## src/rtl/qsg_pkg.sv

```systemverilog
// Shared types and helpers for the quadrature step generator.
// Optional index output is enabled with `define QSG_INDEX_EN.
package qsg_pkg;

  typedef enum logic {
    IDLE   = 1'b0,
    MOVING = 1'b1
  } state_t;

  // Gray-coded phase sequence, qa is the MSB.
  localparam logic [1:0] PH0 = 2'b00;
  localparam logic [1:0] PH1 = 2'b01;
  localparam logic [1:0] PH2 = 2'b11;
  localparam logic [1:0] PH3 = 2'b10;

  // One Gray step forward (up=1) or backward (up=0).
  function automatic logic [1:0] next_phase(input logic [1:0] phase, input logic up);
    logic [1:0] nxt;
    case (phase)
      PH0:     nxt = up ? PH1 : PH3;
      PH1:     nxt = up ? PH2 : PH0;
      PH2:     nxt = up ? PH3 : PH1;
      default: nxt = up ? PH0 : PH2;
    endcase
    return nxt;
  endfunction

endpackage

```

## src/rtl/qsg_prescaler.sv

```systemverilog
// Step-rate prescaler: reloads from divisor on load or after each tick,
// otherwise counts down while run is high. Load has priority over tick.
module qsg_prescaler #(
  parameter int DIV_W = 8
) (
  input  logic             clk,
  input  logic             rst,
  input  logic             run,
  input  logic             load,
  input  logic [DIV_W-1:0] divisor,
  output logic             tick
);

  localparam logic [DIV_W-1:0] DIV_ONE = DIV_W'(1);

  logic [DIV_W-1:0] count;

  assign tick = run && !load && (count == '0);

  // Countdown register with reload on load and on every tick.
  always_ff @(posedge clk) begin
    if (rst) begin
      count <= '0;
    end else if (load) begin
      count <= divisor;
    end else if (run) begin
      if (count == '0) begin
        count <= divisor;
      end else begin
        count <= count - DIV_ONE;
      end
    end
  end

endmodule

```

## src/rtl/quad_step_gen.sv

```systemverilog
// Quadrature step generator: walks position toward a loaded target one
// Gray-coded phase step at a time, at a rate of one step per divisor+1 cycles.
// Optional feature: `define QSG_INDEX_EN adds the index_z output.
module quad_step_gen
  import qsg_pkg::*;
#(
  parameter int POS_W = 4,
  parameter int DIV_W = 8
) (
  input  logic             clk,
  input  logic             rst,
  input  logic             enable,
  input  logic             target_load,
  input  logic [POS_W-1:0] target_value,
  input  logic [DIV_W-1:0] divisor,
  output logic             qa,
  output logic             qb,
  output logic             step_pulse,
  output logic             dir_up,
  output logic [POS_W-1:0] position,
  output logic             busy,
`ifdef QSG_INDEX_EN
  output logic             done,
  output logic             index_z
`else
  output logic             done
`endif
);

  localparam logic [POS_W-1:0] POS_ONE = POS_W'(1);

  state_t           state_q, state_d;
  logic [POS_W-1:0] target_q, target_d;
  logic [POS_W-1:0] pos_q, pos_d;
  logic [POS_W-1:0] pos_step;
  logic [1:0]       phase_q, phase_d;
  logic             dir_q, dir_d;
  logic             step_q, step_d;
  logic             done_q, done_d;
  logic             tick;
  logic             run;
`ifdef QSG_INDEX_EN
  logic             index_q, index_d;
`endif

  assign run = enable && (state_q == MOVING);

  qsg_prescaler #(.DIV_W(DIV_W)) u_prescaler (
    .clk     (clk),
    .rst     (rst),
    .run     (run),
    .load    (target_load),
    .divisor (divisor),
    .tick    (tick)
  );

  assign pos_step = dir_q ? (pos_q + POS_ONE) : (pos_q - POS_ONE);

  // Next-state logic: a load pre-empts any step on the same edge.
  always_comb begin
    state_d  = state_q;
    target_d = target_q;
    pos_d    = pos_q;
    phase_d  = phase_q;
    dir_d    = dir_q;
    step_d   = 1'b0;
    done_d   = 1'b0;
`ifdef QSG_INDEX_EN
    index_d  = 1'b0;
`endif
    if (target_load) begin
      target_d = target_value;
      if (target_value != pos_q) begin
        state_d = MOVING;
        dir_d   = (target_value > pos_q);
      end else begin
        state_d = IDLE;
      end
    end else if (tick) begin
      phase_d = next_phase(phase_q, dir_q);
      pos_d   = pos_step;
      step_d  = 1'b1;
`ifdef QSG_INDEX_EN
      index_d = (pos_step == '0);
`endif
      if (pos_step == target_q) begin
        state_d = IDLE;
        done_d  = 1'b1;
      end
    end
  end

  // State and output registers.
  always_ff @(posedge clk) begin
    if (rst) begin
      state_q  <= IDLE;
      target_q <= '0;
      pos_q    <= '0;
      phase_q  <= PH0;
      dir_q    <= 1'b1;
      step_q   <= 1'b0;
      done_q   <= 1'b0;
`ifdef QSG_INDEX_EN
      index_q  <= 1'b0;
`endif
    end else begin
      state_q  <= state_d;
      target_q <= target_d;
      pos_q    <= pos_d;
      phase_q  <= phase_d;
      dir_q    <= dir_d;
      step_q   <= step_d;
      done_q   <= done_d;
`ifdef QSG_INDEX_EN
      index_q  <= index_d;
`endif
    end
  end

  assign qa         = phase_q[1];
  assign qb         = phase_q[0];
  assign step_pulse = step_q;
  assign dir_up     = dir_q;
  assign position   = pos_q;
  assign busy       = (state_q == MOVING);
  assign done       = done_q;
`ifdef QSG_INDEX_EN
  assign index_z    = index_q;
`endif

endmodule
```

## config.mk

```make
export PLATFORM = sky130hd
export DESIGN_NAME = quad_step_gen
export DESIGN_NICKNAME = d
export VERILOG_FILES = /design/src/rtl/qsg_pkg.sv /design/src/rtl/qsg_prescaler.sv /design/src/rtl/quad_step_gen.sv
export SDC_FILE = /design/constraint.sdc
export NUM_CORES = 1
export LEC_CHECK = 0
export BUFFER_PORTS_ARGS = -buffer_cell sky130_fd_sc_hd__buf_2
export CELL_PAD_IN_SITES_DETAIL_PLACEMENT = 2
export CELL_PAD_IN_SITES_GLOBAL_PLACEMENT = 2
export CORE_UTILIZATION = 29
export CTS_BUF_LIST = sky130_fd_sc_hd__clkbuf_4 sky130_fd_sc_hd__clkbuf_8 sky130_fd_sc_hd__clkbuf_16
export CTS_CLUSTER_SIZE = 24
export DETAILED_ROUTE_END_ITERATION = 6
export HOLD_SLACK_MARGIN = 0.15
export PLACE_DENSITY_LB_ADDON = 0.1
export SKIP_LAST_GASP = 1
export SLEW_MARGIN = 30
export SYNTH_ARGS = -nofsm -noshare
export SYNTH_HDL_FRONTEND = slang
export SYNTH_HIERARCHICAL = 1
export SYNTH_SLANG_ARGS = --single-unit
export TNS_END_PERCENT = 10
```

## constraint.sdc

```tcl
create_clock -name clk -period 5 [get_ports clk]
set_input_delay 0 -clock clk [delete_from_list [all_inputs] [get_ports clk]]
set_output_delay 0 -clock clk [all_outputs]
set_load 0.01 [all_outputs]
```

After elaboration in Yosys (flattened, before gate mapping)

Index checks and enable logic that the tools add are counted.

Equality and inequality tests: 4
Bitwise operators: 2
$lt $le $gt $ge: 1
Mux-type cells: 15
$add $sub $neg: 3
Reduce and logical (&&, ||, !) cells: 14

Operators with widths:

| cell                                                | number |
|---|---|
| 2-to-1 mux 8 bit                                    | 3 |
| zero test 8 bit                                     | 1 |
| 2-to-1 mux 2 bit                                    | 4 |
| subtractor 8 x 1 -> 8 bit, second input constant    | 1 |
| 2-to-1 mux 1 bit                                    | 6 |
| one-hot mux 2 bit (3 select lines)                  | 1 |
| AND reduction 2 bit                                 | 3 |
| nonzero test 2 bit                                  | 3 |
| adder 4 x 1 -> 4 bit, second input constant         | 1 |
| equality test 4 bit                                 | 1 |
| greater-than comparator 4 bit                       | 1 |
| 2-to-1 mux 4 bit                                    | 1 |
| != test 4 bit                                       | 1 |
| subtractor 4 x 1 -> 4 bit, second input constant    | 1 |
| logical AND 1 bit                                   | 3 |
| OR reduction 3 bit                                  | 1 |
| equality test 2 x 1 -> 1 bit, second input constant | 1 |
| equality test 2 bit, second input constant          | 1 |
| zero test 2 bit                                     | 1 |
| inverter 1 bit                                      | 2 |
| OR reduction 2 bit                                  | 1 |
| zero test 1 bit                                     | 1 |

Word-level logic and storage cells: 47
Input bits: 16
Output and inout port bits: 10
Bits in registers: 22

Longest topological paths before layout

Gate-level depths: netlist of run 1.

Depth after elaboration: 6
Gate-level depth with buffers: 8
Gate-level depth less buffers: 8

Cells and area by module

Netlist of run 1, hierarchy kept.

Modules (own cells, without submodules):

| module        | area an instance (um^2) | cells an instance | sequential area each (um^2) | times used |
|---|---|---|---|---|
| quad_step_gen | 765.7                   | 89                | 280.3                       | 1 |
| qsg_prescaler | 576.8                   | 72                | 160.2                       | 1 |

Worst setup path before layout of run 1

No wires, ideal clock.

Path type: flip-flop to flip-flop
From: register state_q (netlist: busy)
To: register pos_q[3] (netlist: position[3])
Setup slack: 2952 ps
Data required time: 4879 ps
Data arrival time: 1928 ps
Stages on the path, launching flop included: 8
Buffers on the path: 1
Period minus slack after synthesis: 2048 ps
Setup time: 121 ps
Path through: dfxtp_1 > and2_1 > clkbuf_1 > and3_1 > nor4b_1 > and2b_1 > o21ai_1 > mux2_2

Word-level cells in the longest chain between the ends: 4

Ends and longest elaborated chain:

| element                        | RTL line             | source |
|---|---|---|
| start: declaration             | quad_step_gen.sv:32  | `state_t state_q, state_d;` |
| start signal: assignment       | quad_step_gen.sv:107 | `state_q <= state_d;` |
| logical AND 1 bit              | quad_step_gen.sv:46  | `assign run = enable && (state_q == MOVING);` |
| via run                        | quad_step_gen.sv:41  | `logic run;` |
| logical AND 1 bit (2 in a row) | qsg_prescaler.sv:18  | `assign tick = run && !load && (count == '0);` |
| via tick                       | quad_step_gen.sv:40  | `logic tick;` |
| AND reduction 2 bit (no line)  | --                   |  |
| end signal: assignment         | quad_step_gen.sv:109 | `pos_q <= pos_d;` |
| end: declaration               | quad_step_gen.sv:34  | `logic [POS_W-1:0] pos_q, pos_d;` |

The timed path passes the listed nets, and every way through them passes these cells.
A chain may end at the register's enable or synchronous reset.

Worst setup path after layout of run 1

From: register u_prescaler.count[2]
To: register pos_q[3] (netlist: position[3])

Word-level cells in the longest chain between the ends: 3

Ends and longest elaborated chain:

| element                       | RTL line            | source |
|---|---|---|
| start: declaration            | qsg_prescaler.sv:16 | `logic [DIV_W-1:0] count;` |
| start signal: assignment      | qsg_prescaler.sv:25 | `count <= divisor;` |
| start signal: assignment      | qsg_prescaler.sv:28 | `count <= divisor;` |
| start signal: assignment      | qsg_prescaler.sv:30 | `count <= count - DIV_ONE;` |
| zero test 8 bit               | qsg_prescaler.sv:18 |  |
| logical AND 1 bit             | qsg_prescaler.sv:18 |  |
| via tick                      | quad_step_gen.sv:40 |  |
| AND reduction 2 bit (no line) | --                  |  |

The timed path passes the listed nets, and every way through them passes these cells.

==> results of run 1 <==
## worst paths after layout
kind | start | to | cells after the start
worst max register to register | u_prescaler/count[2]$_SDFFE_PP0P_ | position[3]$_SDFFE_PP0P_ | 7
worst min register to register | phase_q[1]$_SDFFE_PP0P_ | phase_q[1]$_SDFFE_PP0P_ | 2
worst max-delay path | u_prescaler/count[2]$_SDFFE_PP0P_ | position[3]$_SDFFE_PP0P_ | 7
worst min-delay path | rst | target_q[3]$_SDFFE_PP0P_ | 2
## layer usage
metal | wire length [um] | share of wire
met1 | 1690 | 0.43
met2 | 2150 | 0.54
met3 | 67 | 0.017
met4 | 45 | 0.011
met5 | 0 | 0
## power by group through the flow
stage | clock, mW | combinational (mW) | sequential, mW
global route | 0.129 | 0.102 | 0.196
detailed placement | 0 | 0.0846 | 0.198
finish | 0.117 | 0.0910 | 0.193
CTS | 0.125 | 0.0924 | 0.194
floorplan | 0 | 0.0597 | 0.195
global placement | 0 | 0.0816 | 0.197
## layout make-up
class,instances,area share
Inverter,13,0.0293
Tap cell,52,0.0390
Clock buffer,3,0.0248
Multi-Input combinational cell,118,0.491
Sequential cell,22,0.264
Timing Repair Buffer,38,0.152
## synth_stat cells, drive strengths merged, types with 2 or more instances
cell | n | share of area
a31oi | 3 | 0.014
o21ai | 3 | 0.011
nand2b | 5 | 0.023
xnor2 | 5 | 0.033
nand2 | 10 | 0.028
xor2 | 4 | 0.026
a211oi | 4 | 0.022
nor4b | 2 | 0.024
dfxtp | 22 | 0.33
nor2 | 19 | 0.053
nand4 | 3 | 0.014
o31ai | 2 | 0.011
buf | 4 | 0.014
mux2i | 7 | 0.052
and3 | 4 | 0.019
clkbuf | 4 | 0.012
nor3 | 3 | 0.011
inv | 13 | 0.036
a21oi | 11 | 0.044
ha | 8 | 0.075
nand3 | 4 | 0.015
## flip-flops by register name, indices dropped and copies added, names as in the netlist
| register | flops |
|---|---|
| step_pulse | 1 |
| busy | 1 |
| dir_up | 1 |
| done | 1 |
| phase_q | 2 |
| target_q | 4 |
| position | 4 |
| u_prescaler/count | 8 |
## worst max-delay path, stage by stage (launching register included)
cell	delay (ns)
dfxtp_1	0.36
nor3_1	0.21
buf_4	0.21
and3_1	0.19
nor4b_1	0.42
and2b_1	0.34
o21ai_1	0.11
mux2_2	0.28
## kinds of logic (layout without fill, tap and decap cells)
logic type      Yosys count  count (layout)
compound gates           33              33
xor+xnor                  9               9
fa+ha+maj                 9               9
buf+inv                  21              54
flops                    22              22
mux                       8               8
simple gates             59              59
## metrics by stage
stage | hold slack, ns | worst slack [ns] | instance area [um2] | util | power, mW
CTS | 0.181 | 2.76 | 1670 | 0.378 | 0.411
finish | 0.178 | 2.78 | 1670 | 0.378 | 0.402
detailed placement | 0.270 | 2.77 | 1510 | 0.341 | 0.283
floorplan | 0.147 | 2.95 | 1340 | - | 0.255
global route | 0.218 | 2.56 | 1670 | 0.378 | 0.426
global placement | 0.255 | 2.90 | 1510 | 0.341 | 0.279
## timing repair
| action | 4_1_cts | 5_1_grt |
|---|---|---|
| buffers inserted | 0 | 0 |
| hold buffers | 12 | 0 |
| hold endpoints to repair | 12 | 0 |
==> flow_metrics.env, run 1 <==
export IMPL_io_pin_count=26
export IMPL_die_x_um=70.0
export IMPL_cts_htree_levels=1
export IMPL_tritoncts="built"
export IMPL_portBuffers=25
export IMPL_dp_cells=231
export IMPL_crit_path_start_kind="register"
export IMPL_yosysWarnings=6
export IMPL_setup_viol=0
export IMPL_root_buffer="clkbuf_8"
export IMPL_worstHoldPathType="in2reg"
export IMPL_cts_buffer_depth=2
export IMPL_fin_tns_setup_ns=0
export IMPL_drc_errors=0
export IMPL_first_global_vias=1389
export IMPL_leakage_nw=0.720
export IMPL_clkTransAtPathRegs_ns=0.08
export IMPL_skew_ns=0.00214
export IMPL_synth_main_ff_cell="dfxtp_1"
export IMPL_pwr_share_seq=0.482
export IMPL_rsz0062_at_grt="no"
export IMPL_fin_cells=246
export IMPL_end_kind="register"
export IMPL_cts_buffers=3
export IMPL_period_needed_ns=2.22
export IMPL_final_cell_mix="25 x buf_2, 22 x dfxtp_1, 19 x nor2_1"
export IMPL_synth_top_family_by_area="simple AND/OR/NAND/NOR gates"
export IMPL_clkSinkCount=22
export IMPL_yosys_area_share_simple=0.234
export IMPL_worst_pin_slew_ns=0.512
export IMPL_antenna_found_initial=0
export IMPL_drive_gt1_frac=0.170
export IMPL_dieArea_um2=4910
export IMPL_ys_types=47
export IMPL_fill_cells=507
export IMPL_p_per_area_nw_per_um2=241
export IMPL_p_int_mw=0.280
export IMPL_async_flop_share=0
export IMPL_grt_max_degree=27
export IMPL_overflow=0
export IMPL_area_sequential_um2=440
export IMPL_postSynthAreaPerCell_um2=8.34
export IMPL_vias=1281
export IMPL_layout_cells_most_common="buf_2"
export IMPL_synth_nets=186
export IMPL_power_frac_clock=0.292
export IMPL_synthAdderAreaFrac=0.0895
export IMPL_cp_required_ns=5.16
export IMPL_cts_resized=0
export IMPL_synth_xor_area_frac=0.0587
export IMPL_grt_use_total=0.171
export IMPL_multi_input_area_um2=818
export IMPL_synthMuxAreaShare=0.0606
export IMPL_avgViaCountPerCell=5.21
export IMPL_power_switching_mw=0.121
export IMPL_combPwrFrac=0.227
export IMPL_irDropWorstVdd_v=0.0000862
export IMPL_die_h_um=70.0
export IMPL_clock_fmax_mhz=451
export IMPL_grt_met3_usage=0.0216
export IMPL_initial_utilization=0.304
export IMPL_use_met2=0.321
export IMPL_busiest_layer="met2"
export IMPL_ys_seq_area_frac=0.328
export IMPL_reg2reg_slack_ns=2.78
export IMPL_grt_pass1_wl_um=6570
export IMPL_firstDrtPassIters=4
export IMPL_status="finished clean"
export IMPL_num_antenna_cells=0
export IMPL_dpl_hpwl_um=2920
export IMPL_drt_total_wl_um=3950
export IMPL_synth_compound_area_frac=0.167
export IMPL_fin_crit_sh=0.443
export IMPL_maxCapViolCount=0
export IMPL_finalWeightedCongestion=0.728
export IMPL_ant_nets=0
export IMPL_synthCells=161
export IMPL_drt_iter0_markers=41
export IMPL_nets=221
export IMPL_slew_headroom=0.659
export IMPL_syn_to_final_growth_pct=24.1
export IMPL_critical_path_max_fanout=11
export IMPL_arrival_ns=2.38
export IMPL_yosys_register_bits=22
export IMPL_hold_violations=0
export IMPL_syn_area_um2=1340
export IMPL_synth_edff_count=0
export IMPL_worst_skew_pair_late_latency_ns=0.27
export IMPL_wl_per_cell_um=16.1
export IMPL_grtUsageMet1=0.196
export IMPL_core_area_um2=4410
export IMPL_crit_type="reg2reg"
export IMPL_switching_share=0.302
export IMPL_maxSlewViolCount=0
export IMPL_rows=24
Note: power is estimated with default switching activity, not from simulation.
==> run 2, diff against run 1 <==
==> constraint.sdc (replaced) <==
create_clock -name clk -period 2 [get_ports clk]
set_input_delay 0 -clock clk [delete_from_list [all_inputs] [get_ports clk]]
set_output_delay 0 -clock clk [all_outputs]
set_load 0.01 [all_outputs]
==> run 2 against run 1 <==
Sequential cell count unchanged. Power rose to 2.9 times the previous value. Clock power rose to 3.7 times the previous value. Register-to-register slack lost 2.7 ns. Final cell count up 2.4%. Die area unchanged. Design area increased by 5.2%. Clock skew increased by 0.0021 ns. Count of clock-buffer cells in the layout unchanged. Largest power group unchanged. Highest routed layer unchanged.
==> flow_metrics.env, run 2 (synthesis gave the netlist of run 1 again) <==
export IMPL_p_total_mw=1.16
export IMPL_crit_start="dir_up$_SDFFE_PP1P_"
export IMPL_final_cell_mix="25 x buf_2, 21 x dfxtp_1, 19 x nor2_1"
export IMPL_drt_iter0_markers=42
export IMPL_firstDrtPassIters=4
export IMPL_slew_headroom=0.650
export IMPL_worst_pin_slew_ns=0.526
export IMPL_rsz0062_at_grt="yes"
export IMPL_fin_cells=252
export IMPL_min_to="target_q[1]$_SDFFE_PP0P_"
export IMPL_largest_reg_flops=8
export IMPL_regMostFlops="u_prescaler/count"
export IMPL_hold_depth=2
export IMPL_syn_to_final_growth_pct=30.6
export IMPL_maxCapViolCount=0
export IMPL_cts_buffers=3
export IMPL_clkSinkCount=22
export IMPL_drt_total_wl_um=4060
export IMPL_arrival_ns=2.06
export IMPL_grt_max_degree=27
export IMPL_layout_cells_most_common="buf_2"
export IMPL_cp_required_ns=2.16
export IMPL_p_per_area_nw_per_um2=660
export IMPL_dieArea_um2=4910
export IMPL_dpl_hpwl_um=3060
export IMPL_portBuffers=25
export IMPL_clkTransAtPathRegs_ns=0.09
export IMPL_period_needed_ns=1.90
export IMPL_fill_cells=510
export IMPL_worstHoldPathType="in2reg"
export IMPL_drive_gt1_frac=0.200
export IMPL_tritoncts="built"
export IMPL_end_kind="register"
export IMPL_first_global_vias=1416
export IMPL_io_pin_count=26
export IMPL_die_h_um=70.0
export IMPL_r2r_start="dir_up$_SDFFE_PP1P_"
export IMPL_fin_tns_setup_ns=0
export IMPL_area_sequential_um2=442
export IMPL_cts_buffer_depth=2
export IMPL_clock_fmax_mhz=528
export IMPL_ant_nets=0
export IMPL_crit_path_start_kind="register"
export IMPL_grt_use_total=0.173
export IMPL_maxSlewViolCount=0
export IMPL_hp_start="rst"
export IMPL_antenna_found_initial=0
export IMPL_status="finished clean"
export IMPL_worst_skew_pair_late_latency_ns=0.27
export IMPL_root_buffer="clkbuf_8"
export IMPL_drc_errors=0
export IMPL_reg2reg_slack_ns=0.10
export IMPL_hold_violations=0
export IMPL_dp_cells=235
export IMPL_critical_path_max_fanout=4
export IMPL_cts_htree_levels=1
export IMPL_num_antenna_cells=0
export IMPL_fin_crit_sh=0.948
export IMPL_vias=1288
export IMPL_setup_viol=0
export IMPL_reg2reg_to="busy$_SDFFE_PP0P_"
export IMPL_multi_input_area_um2=833
export IMPL_worst_r2r_path_depth=6
export IMPL_overflow=0
export IMPL_core_area_um2=4410
export IMPL_grt_pass1_wl_um=6780
export IMPL_wl_per_cell_um=16.1
export IMPL_crit_type="reg2reg"
export IMPL_leakage_nw=0.761
export IMPL_avgViaCountPerCell=5.11
export IMPL_nets=226
export IMPL_initial_utilization=0.304
export IMPL_rows=24
export IMPL_irDropWorstVdd_v=0.000245
export IMPL_skew_ns=0.00424
export IMPL_die_x_um=70.0
export IMPL_finalWeightedCongestion=0.763
==> run 2: cell types whose count changed in the layout (fill, tap and decap cells not counted) <==
cell / change
dfxtp_2: +1
bufinv_16: +1
nor4b_1: -1
dlygate4sd3_1: +1
dfxtp_1: -1
buf_4: +4
nor4b_4: +1
==> run 2: how the worst max path moves through the flow <==
| stage | endpoint | depth (start not counted) | slack, ns |
|---|---|---|---|
| 2_1_floorplan | position[3]$_SDFFE_PP0P_ | 7 | 0.07 |
| 3_3_place_gp | busy$_SDFFE_PP0P_ | 5 | 0.12 |
| 4_1_cts | busy$_SDFFE_PP0P_ | 6 | 0.03 |
| 6_report | busy$_SDFFE_PP0P_ | 6 | 0.10 |
| 3_5_place_dp | busy$_SDFFE_PP0P_ | 6 | 0.05 |
| 5_1_grt | busy$_SDFFE_PP0P_ | 6 | -0.004 |
==> run 2: what timing repair did <==
item | CTS | global route
setup endpoints to repair | 0 | 3
setup buffers | 0 | 0
hold buffers | 13 | 0
endpoints found under the hold margin | 13 | 0
resized for setup | 0 | 2
==> run 2: power by group <==
part	switching, mW	internal (mW)
clock	0.163	0.268
sequential	0.0241	0.459
combinational	0.129	0.113
total	0.317	0.840
==> run 2: through the flow <==
| step | hold slack [ns] | utilization | area [um2] | worst slack, ns |
|---|---|---|---|---|
| 2_1_floorplan | 0.147 | - | 1350 | 0.0664 |
| 3_3_place_gp | 0.254 | 0.349 | 1540 | 0.116 |
| 3_5_place_dp | 0.268 | 0.349 | 1540 | 0.0493 |
| 4_1_cts | 0.182 | 0.395 | 1740 | 0.0293 |
| 5_1_grt | 0.214 | 0.397 | 1750 | -0.00360 |
| 6_report | 0.186 | 0.397 | 1750 | 0.104 |
==> run 2: layout make-up <==
cell class,instances,area share
well taps,52,0.0371
flip-flops and latches,22,0.252
repair buffers,43,0.167
inverters,13,0.0278
clock buffers,3,0.0236
multi-input cells,118,0.475
clock inverters,1,0.0171
==> run 2: routing by layer <==
metal | GRT usage | share of wire | vias to the layer above
met5 | 0 | 0 | -
met4 | 0.0400 | 0.0042 | 0
met3 | 0.0289 | 0.023 | 2
met2 | 0.337 | 0.54 | 15
met1 | 0.193 | 0.43 | 626
li1 | - | - | 645
==> run 2: worst max-delay path: stages, from the launching register on <==
cell and delay (ns):
dfxtp_1 0.36, buf_4 0.17, fa_1 0.42, xor2_1 0.25, xor2_1 0.18, nand3_1 0.11
o31a_1 0.30
==> run 3, diff against run 2 <==
--- a/config.mk
+++ b/config.mk
@@ -14,6 +14,7 @@
 export DETAILED_ROUTE_END_ITERATION = 6
 export HOLD_SLACK_MARGIN = 0.15
 export PLACE_DENSITY_LB_ADDON = 0.1
+export SETUP_SLACK_MARGIN = 0.15
 export SKIP_LAST_GASP = 1
 export SLEW_MARGIN = 30
 export SYNTH_ARGS = -nofsm -noshare
==> run 3 against run 2 <==
Count of clock-buffer cells in the layout stayed put. Utilization is 1.2 points higher. Critical endpoint is now position[3]$_SDFFE_PP0P_. Critical path depth stayed put. Highest routed layer unchanged. Final cell count is 1.2% higher. Sequential power hardly changed. First-iteration DRC count is 26% higher. Largest power group unchanged. Via count is 2.4% higher.
==> flow_metrics.env, run 3 (synthesis gave the netlist of run 1 again) <==
export IMPL_status="finished clean"
export IMPL_cts_buffer_depth=2
export IMPL_drive_gt1_frac=0.261
export IMPL_irDropWorstVdd_v=0.000263
export IMPL_leakage_nw=0.776
export IMPL_final_cell_mix="25 x buf_2, 19 x nor2_1, 18 x dfxtp_1"
export IMPL_grt_met3_usage=0.0216
export IMPL_rsz0062_at_grt="yes"
export IMPL_setup_viol=0
export IMPL_arrival_ns=1.97
export IMPL_vias=1319
export IMPL_reg2reg_to="position[3]$_SDFFE_PP0P_"
export IMPL_crit_path_start_kind="register"
export IMPL_syn_to_final_growth_pct=34.7
export IMPL_die_x_um=70.0
export IMPL_p_per_area_nw_per_um2=644
export IMPL_grt_pass1_wl_um=6790
export IMPL_cts_buffers=3
export IMPL_grt_use_total=0.176
export IMPL_overflow=0
export IMPL_worst_pin_slew_ns=0.517
export IMPL_maxCapViolCount=0
export IMPL_end_kind="register"
export IMPL_drt_total_wl_um=4210
export IMPL_tritoncts="built"
export IMPL_fin_area_um2=1810
export IMPL_reg2reg_slack_ns=0.20
export IMPL_skew_ns=0.0101
export IMPL_worstHoldPathType="in2reg"
export IMPL_use_met2=0.344
export IMPL_maxSlewViolCount=0
export IMPL_num_antenna_cells=0
export IMPL_largest_reg_flops=8
export IMPL_hold_violations=0
export IMPL_grt_max_degree=27
export IMPL_clkTransAtPathRegs_ns=0.10
export IMPL_critPathCapture="position[3]$_SDFFE_PP0P_"
export IMPL_worst_skew_pair_late_latency_ns=0.27
export IMPL_finalWeightedCongestion=0.760
export IMPL_critical_path_max_fanout=4
export IMPL_crit_type="reg2reg"
export IMPL_cp_required_ns=2.17
export IMPL_busiest_layer="met2"
export IMPL_clock_fmax_mhz=557
export IMPL_drt_iter0_markers=53
export IMPL_drc_errors=0
export IMPL_wl_per_cell_um=16.5
export IMPL_period_needed_ns=1.80
export IMPL_dp_cells=235
export IMPL_p_total_mw=1.16
export IMPL_rows=24
export IMPL_area_sequential_um2=448
export IMPL_ant_nets=0
export IMPL_dpl_hpwl_um=3130
export IMPL_clkSinkCount=22
export IMPL_worst_r2r_path_depth=6
export IMPL_core_area_um2=4410
export IMPL_dieArea_um2=4910
export IMPL_slew_headroom=0.655
export IMPL_fin_tns_setup_ns=0
export IMPL_fill_cells=511
export IMPL_regMostFlops="u_prescaler/count"
export IMPL_place_area_um2=1540
export IMPL_r2r_start="dir_up$_SDFFE_PP1P_"
export IMPL_io_pin_count=26
export IMPL_firstDrtPassIters=4
export IMPL_die_h_um=70.0
export IMPL_portBuffers=25
export IMPL_crit_start="dir_up$_SDFFE_PP1P_"
export IMPL_fin_crit_sh=0.898
export IMPL_layout_cells_most_common="buf_2"
export IMPL_multi_input_area_um2=860
export IMPL_grtUsageMet1=0.196
export IMPL_fin_cells=255
export IMPL_first_global_vias=1447
export IMPL_initial_utilization=0.304
export IMPL_nets=229
export IMPL_root_buffer="clkbuf_8"
export IMPL_cts_htree_levels=1
export IMPL_avgViaCountPerCell=5.17
export IMPL_antenna_found_initial=0
[run 3: power by group]
| part | switching [mW] | internal, mW |
|---|---|---|
| clock | 0.167 | 0.268 |
| combinational | 0.129 | 0.116 |
| sequential | 0.0255 | 0.459 |
[run 3: timing repair]
item,CTS,global route
hold buffers,13,0
setup endpoints to repair,2,12
setup buffers,0,3
pin swaps,0,1
hold endpoints to repair,13,0
resized for setup,2,10
[run 3: per-stage QoR]
step	util	worst slack, ns	hold WS (ns)
2_1_floorplan	-	0.157	0.147
3_3_place_gp	0.349	0.0240	0.255
3_5_place_dp	0.349	0.0817	0.269
4_1_cts	0.396	0.137	0.178
5_1_grt	0.410	0.0887	0.196
6_report	0.410	0.204	0.176
[run 3: worst min-delay path by stage]
stage	start	slack, ns	end	cells after the start
global placement	target_value[0]	0.25	target_q[0]$_SDFFE_PP0P_	3
finish	rst	0.18	target_q[1]$_SDFFE_PP0P_	2
CTS	rst	0.18	target_q[1]$_SDFFE_PP0P_	2
floorplan	target_value[0]	0.15	target_q[0]$_SDFFE_PP0P_	2
global route	rst	0.20	step_pulse$_SDFF_PP0_	2
detailed placement	target_value[0]	0.27	target_q[0]$_SDFFE_PP0P_	3
[run 3: critical path: stages (launching register included)]
cell	delay (ns)
dfxtp_2	0.38
inv_1	0.09
ha_1	0.39
nand3_1	0.16
and3_1	0.20
o21ai_1	0.14
mux2_2	0.34
[run 3: layout make-up]
class,count,share of cell area
clock inverters,1,0.0166
multi-input cells,118,0.475
repair buffers,46,0.174
inverters,13,0.0270
well taps,52,0.0360
flip-flops and latches,22,0.248
clock buffers,3,0.0228
[run 3: routing by layer]
| metal | share of wire | wire [um] |
|---|---|---|
| met1 | 0.43 | 1790 |
| met2 | 0.55 | 2320 |
| met3 | 0.017 | 70 |
| met4 | 0.0048 | 20 |
| met5 | 0 | 0 |
